$ cat src/rtl/serial_ripple_subtractor.sv
// serial_ripple_subtractor
//   Bit-serial ripple subtractor computing d = x - y - bin (modulo 2^WIDTH),
//   one full-subtractor bit per clock, LSB first. One operation in flight.
//
// Ports
//   clk        rising-edge clock
//   rst_n      synchronous reset, active low
//   in_valid   x/y/bin valid             in_ready   operands can be accepted (IDLE only)
//   x          minuend                   y          subtrahend
//   bin        borrow in
//   out_valid  result valid (DONE)       out_ready  consumer takes result
//   d          difference                bout       borrow out (unsigned x < y + bin)
//   ovf        signed overflow           busy       high in RUN or DONE
module serial_ripple_subtractor #(
  parameter int WIDTH = 4
) (
  input  logic             clk,
  input  logic             rst_n,
  input  logic             in_valid,
  output logic             in_ready,
  input  logic [WIDTH-1:0] x,
  input  logic [WIDTH-1:0] y,
  input  logic             bin,
  output logic             out_valid,
  input  logic             out_ready,
  output logic [WIDTH-1:0] d,
  output logic             bout,
  output logic             ovf,
  output logic             busy
);

  localparam int CNT_W = (WIDTH > 2) ? $clog2(WIDTH) : 1;
  localparam logic [CNT_W-1:0] LAST_BIT = CNT_W'(WIDTH - 1);

  localparam logic [1:0] IDLE = 2'd0;
  localparam logic [1:0] RUN  = 2'd1;
  localparam logic [1:0] DONE = 2'd2;

  logic [1:0]       state;
  logic [CNT_W-1:0] cnt;
  logic [WIDTH-1:0] x_sh;
  logic [WIDTH-1:0] y_sh;
  logic [WIDTH-1:0] d_sh;
  logic             b;

  logic             accept;
  logic             d_bit;
  logic             b_nxt;

  function automatic logic sub_diff(input logic xi, input logic yi, input logic bi);
    return xi ^ yi ^ bi;
  endfunction

  function automatic logic sub_borrow(input logic xi, input logic yi, input logic bi);
    return (~xi & yi) | (~(xi ^ yi) & bi);
  endfunction

  assign accept    = (state == IDLE) && in_valid;
  assign in_ready  = (state == IDLE);
  assign out_valid = (state == DONE);
  assign busy      = (state != IDLE);

  // Current bit: the shift registers always present bit 'cnt' at position 0.
  assign d_bit = sub_diff(x_sh[0], y_sh[0], b);
  assign b_nxt = sub_borrow(x_sh[0], y_sh[0], b);

  // Datapath shift registers: loaded only on acceptance, so inputs outside
  // a valid handshake never reach state.
  always_ff @(posedge clk) begin
    if (accept) begin
      x_sh <= x;
      y_sh <= y;
      b    <= bin;
    end else if (state == RUN) begin
      x_sh <= x_sh >> 1;
      y_sh <= y_sh >> 1;
      d_sh <= {d_bit, d_sh[WIDTH-1:1]};
      b    <= b_nxt;
    end
  end

  // Control and result registers.
  always_ff @(posedge clk) begin
    if (!rst_n) begin
      state <= IDLE;
      cnt   <= '0;
      d     <= '0;
      bout  <= 1'b0;
      ovf   <= 1'b0;
    end else begin
      case (state)
        IDLE: begin
          if (in_valid) begin
            cnt   <= '0;
            state <= RUN;
          end
        end
        RUN: begin
          cnt <= cnt + CNT_W'(1);
          if (cnt == LAST_BIT) begin
            // On the last bit x_sh[0]/y_sh[0] hold the original operand MSBs.
            d     <= {d_bit, d_sh[WIDTH-1:1]};
            bout  <= b_nxt;
            ovf   <= (x_sh[0] ^ y_sh[0]) & (d_bit ^ x_sh[0]);
            state <= DONE;
          end
        end
        DONE: begin
          if (out_ready) state <= IDLE;
        end
        default: state <= IDLE;
      endcase
    end
  end

endmodule

$ cat config.mk
export PLATFORM = sky130hd
export DESIGN_NAME = serial_ripple_subtractor
export DESIGN_NICKNAME = d
export VERILOG_FILES = /design/src/rtl/serial_ripple_subtractor.sv
export SDC_FILE = /design/constraint.sdc
export NUM_CORES = 1
export LEC_CHECK = 0
export BUFFER_PORTS_ARGS = -buffer_cell sky130_fd_sc_hd__buf_4
export CORE_MARGIN = 1.5
export CORE_UTILIZATION = 45
export CTS_BUF_LIST = sky130_fd_sc_hd__clkbuf_8 sky130_fd_sc_hd__clkbuf_16
export CTS_CLUSTER_SIZE = 8
export DETAILED_ROUTE_END_ITERATION = 6
export PLACE_DENSITY = 0.68
export SLEW_MARGIN = 20
export SYNTH_ARGS = -nofsm -noshare
export SYNTH_HDL_FRONTEND = slang
export SYNTH_SLANG_ARGS = --single-unit
$ cat constraint.sdc
create_clock -name clk -period 1.8 [get_ports clk]
set_input_delay 0.09 -clock clk [delete_from_list [all_inputs] [get_ports clk]]
set_output_delay 0.09 -clock clk [all_outputs]
set_load 0.005 [all_outputs]
# Word level (Yosys, flattened, before mapping)
# Index checks and enable logic that the tools add are counted.
classes:
  addsub: 1
  n_eq_ne: 6
  mux: 12
  bitwise: 10
  reduce_logical: 9
op_table:
  columns: ["op", "count"]
  rows:
  - ["two-way mux 4 bit", 4]
  - ["two-way mux 2 bit", 4]
  - ["case mux 2 bit (3 select lines)", 1]
  - ["AND reduction 2 bit", 3]
  - ["nonzero test 2 bit", 3]
  - ["== test 2 bit, second input constant", 2]
  - ["inequality test 2 x 1 -> 1 bit, second input constant", 2]
  - ["case mux 2 bit (2 select lines)", 1]
  - ["bitwise AND 1 bit", 3]
  - ["NOT 1 bit", 3]
  - ["AND reduction 3 bit", 1]
  - ["XOR 1 bit", 3]
  - ["adder 2 x 1 -> 2 bit, second input constant", 1]
  - ["== test 2 x 1 -> 1 bit, second input constant", 1]
  - ["zero test 2 bit", 1]
  - ["two-way mux 1 bit", 2]
  - ["inequality test 2 bit, second input constant", 1]
  - ["logical AND 1 bit", 1]
  - ["OR 1 bit", 1]
word_totals:
  regBits: 23
  input_bits: 13
  out_inout_bits: 9
  word_cells: 47

# Depth between registers and ports, before layout
depth:
  ltp_word: 6
  ltp_mapped: 5
  mapped_depth_nobuf: 4

# Worst setup path after synthesis
# No wires, ideal clock.
synth_timing:
  kind: "reg-to-reg"
  from: "register x_sh[0]"
  to: "register ovf"
  setup_ns: 0.096
  arrival_ns: 1.281
  t_required_ns: 1.704
  path_slack_ns: 0.423
  path_stages_with_launch: 5
  n_path_buf: 0
  synth_period_minus_slack_ns: 1.377
  cell_sequence: "edfxtp_1 > inv_1 > fa_1 > xor2_1 > o41ai_2"
synth_between:
  elab_chain_len: 4
synth_rtl:
  columns: ["item", "line", "source"]
  rows:
  - ["start: declaration", "41", "logic [WIDTH-1:0] x_sh;"]
  - ["start signal: assignment", "75", "x_sh <= x_sh >> 1;"]
  - ["XOR 1 bit", "51, 104", null]
  - ["XOR 1 bit", "51", "return xi ^ yi ^ bi;"]
  - ["XOR 1 bit", "104", "ovf <= (x_sh[0] ^ y_sh[0]) & (d_bit ^ x_sh[0]);"]
  - ["bitwise AND 1 bit (*)", "104", null]
  - ["end signal: assignment", "104", null]
  - ["end: declaration", "28", "output logic ovf,"]
# Every way passes the cells marked *; elsewhere a longest branch is shown, timed or not.
# A chain may end at the register's enable or synchronous reset.

# Worst setup path in the final report
# Same ends and word-level chain as after synthesis.

==> results.txt <==
outcome = complete, no violations
unrepaired setup endpoints after global routing = no
share of layout cells above drive strength 1 = 37.0%
Syn Area/Cell = 12.8 µm²
actual slew at the worst max-slew pin = 276 ps
Post-CTS Hold Fix Bufs = 0
Setup Fix Bufs, Post-CTS = 0
largest net degree at the start of global routing = 13
area grow syn2layout = 24.3%
post-synthesis cell area = 960 µm²
GP Congestion = 0.748
part of the power in the clock network = 28.9%
post-DP HPWL = 1.16 mm
Syn Inst Count = 75
Nets = 117
vias per std cell = 4.73
CTS tree = built
Die Y = 49.2 µm
first drt pass iteration count = 4
worst hold path class = input pin to flop
die width = 49.2 µm
drt wl/cell = 12.4 µm
uppermost routed layer = met4
htree depth = 1
initial antenna violation count = 0
Cell variety after synth = 26
max_cap viols = 0
Crit path largest cell delay = 480 ps
post-synthesis net count = 91
DRT met1 WL = 757 µm
first-pass GRT wire length = 2.59 mm
period utilization = 82.0%
post-cts resize count = 0
Slew Limit Fails = 0
final hold slack = 66.3 ps
Initial Util = 48.4%
critical path fanouts, max = 3
clk sinks = 22
main area contributors after synthesis = edfxtp_1 38%, dfxtp_1 21%, mux2_4 9.4%
Ys Warns = 0
io pins = 22
minimum clock period = 1480 ps
R2R setup slack = 320 ps
GRT Residual Overflow = 0
ANT nets after route = 0
Final Hold Vio Count = 0
Reg2Reg Depth = 4
CP Class = flop to flop
slowest CP cell = fa_1
drt initial violations = 7
post-synth top area cell = edfxtp_1
worst path bufs/invs = 1
die footprint = 0.00242 mm²
crit-path cells = inv_1 > fa_1 > xor2_1 > o41ai_2
combinational fraction of design power = 14.4%
Worst VDD drop = 0.551 mV
critical path launch point type = flop
clock-pin slew on the worst setup and hold paths = 80 ps
Rows = 16
Worst Hold Path Cells = 2
ant diodes = 0
switch share = 22.9%
setup TNS = 0 ps
crit path DAT = 1640 ps
drt total wl = 1.57 mm
Seq cells post-synth = 22
Buffers on Ports = 21
instance count on the critical path = 4
Core ar. = 0.00198 mm²
Max Fclk = 678 MHz
met2 WL post-DR = 731 µm
sequential share of power = 56.7%
pwr dens = 889 mW/mm²
Worst path top cell family by delay = adder cells
CTS root buffer = clkbuf_8
Rel. slew slack = 81.5%
Pleak = 0.000509 µW
number of global-route vias before repair = 550
DRC viols = 0
Worst EP required = 1970 ps
CP endpoint kind = flop
sequential area share after synthesis = 58.4%
metal3 WL = 51 µm
CTS Buffer Depth = 2
Total GRT Usage = 14.3%
Cell Int Power = 818 µW
clock buffer count from CTS = 3
Worst-Skew Late Latency = 260 ps
total number of vias = 601
count of final setup violators = 0
Synth top area share = 37.5%
Setup Skew = 3.92 ps
Psw = 242 µW
-- cells by family (layout without fill, tap and decap cells) --
family / count (synthesis) / after routing / share of synthesized area (%)
muxes: 7 / 7 / 10.6
and+or+nand+nor: 25 / 25 / 13.8
adders and majority gates: 3 / 3 / 4.69
xor gates and xnor gates: 1 / 1 / 0.913
buffers and inverters: 7 / 32 / 3.91
AOI/OAI and AO/OA: 10 / 10 / 7.69
DFF: 22 / 22 / 58.4
-- power groups by stage --
stage / Sequential, µW / Combinational [µW] / Clock [µW]
after floorplan: 607 / 108 / 0
after global placement: 611 / 151 / 0
after detailed placement: 614 / 154 / 0
after CTS: 602 / 155 / 317
after global routing: 607 / 167 / 334
final: 602 / 152 / 307
-- placed cells by master, fill, tap and decap left out --
| master | netlist | routed |
|---|---|---|
| a211oi_1 | 1 | 1 |
| nand3b_2 | 1 | 1 |
| nor3b_2 | 1 | 1 |
| a21oi_1 | 6 | 6 |
| inv_1 | 4 | 4 |
| fa_1 | 1 | 1 |
| xor2_1 | 1 | 1 |
| nand2b_1 | 2 | 2 |
| buf_4 | 1 | 23 |
| clkbuf_8 | 0 | 3 |
| nor2_1 | 6 | 6 |
| and3b_1 | 1 | 1 |
| mux2_2 | 1 | 1 |
| nand3b_1 | 1 | 1 |
| o21a_1 | 1 | 1 |
| edfxtp_1 | 12 | 12 |
| nand2_1 | 9 | 9 |
| and2_1 | 2 | 2 |
| a211oi_2 | 1 | 1 |
| ha_1 | 2 | 2 |
| clkinv_1 | 1 | 2 |
| nand3_1 | 1 | 1 |
| o41ai_2 | 1 | 1 |
| dfxtp_1 | 10 | 10 |
| mux2_4 | 6 | 6 |
| nor2b_1 | 1 | 1 |
-- per-stage QoR --
stage	util (%)	worst slack (ps)	power [µW]	instances	cell area [µm²]
global route	60.2	215	1110	127	1190
global placement	57.9	402	762	123	1150
detailed placement	57.9	320	768	123	1150
finish	60.2	325	1060	127	1190
CTS	60.2	301	1070	127	1190
floorplan	-	423	715	75	960
-- registers in the layout, indices dropped and copies added (netlist names) --
register and flops:
d 4, x_sh 4, y_sh 4, d_sh 3, cnt 2, state 2
b 1, bout 1, ovf 1
-- routing by layer --
metal | GRT usage (%) | vias to the layer above
met1 | 19.7 | 275
li1 | - | 307
met3 | 2.76 | 4
met4 | 8.57 | 0
met2 | 20.7 | 15
met5 | 0 | -
-- cells in the mapped netlist (all sizes together) --
cell type	instances
nand2b	2
nor2b	1
nor3b	1
ha	2
clkinv	1
xor2	1
a211oi	2
nand3	1
nand2	9
dfxtp	10
nor2	6
and3b	1
fa	1
edfxtp	12
o41ai	1
nand3b	2
and2	2
a21oi	6
mux2	7
buf	2
o21a	1
inv	4
-- area by class of cell --
class / count / area, µm²
well taps: 27 / 33.8
repair buffers: 23 / 173
inverters: 5 / 18.8
clock inverters: 1 / 3.75
clock buffers: 3 / 41.3
flip-flops and latches: 22 / 561
fillers: 170 / 790
multi-input cells: 46 / 362
-- path summary, 6_finish.rpt --
path	from	endpoint
worst max-delay path	x_sh[0]	ovf
worst min register to register	d[2]	d[2]
worst min-delay path	rst_n	state[0]
worst max register to register	x_sh[0]	ovf
Power figures use the tool's default switching activity.
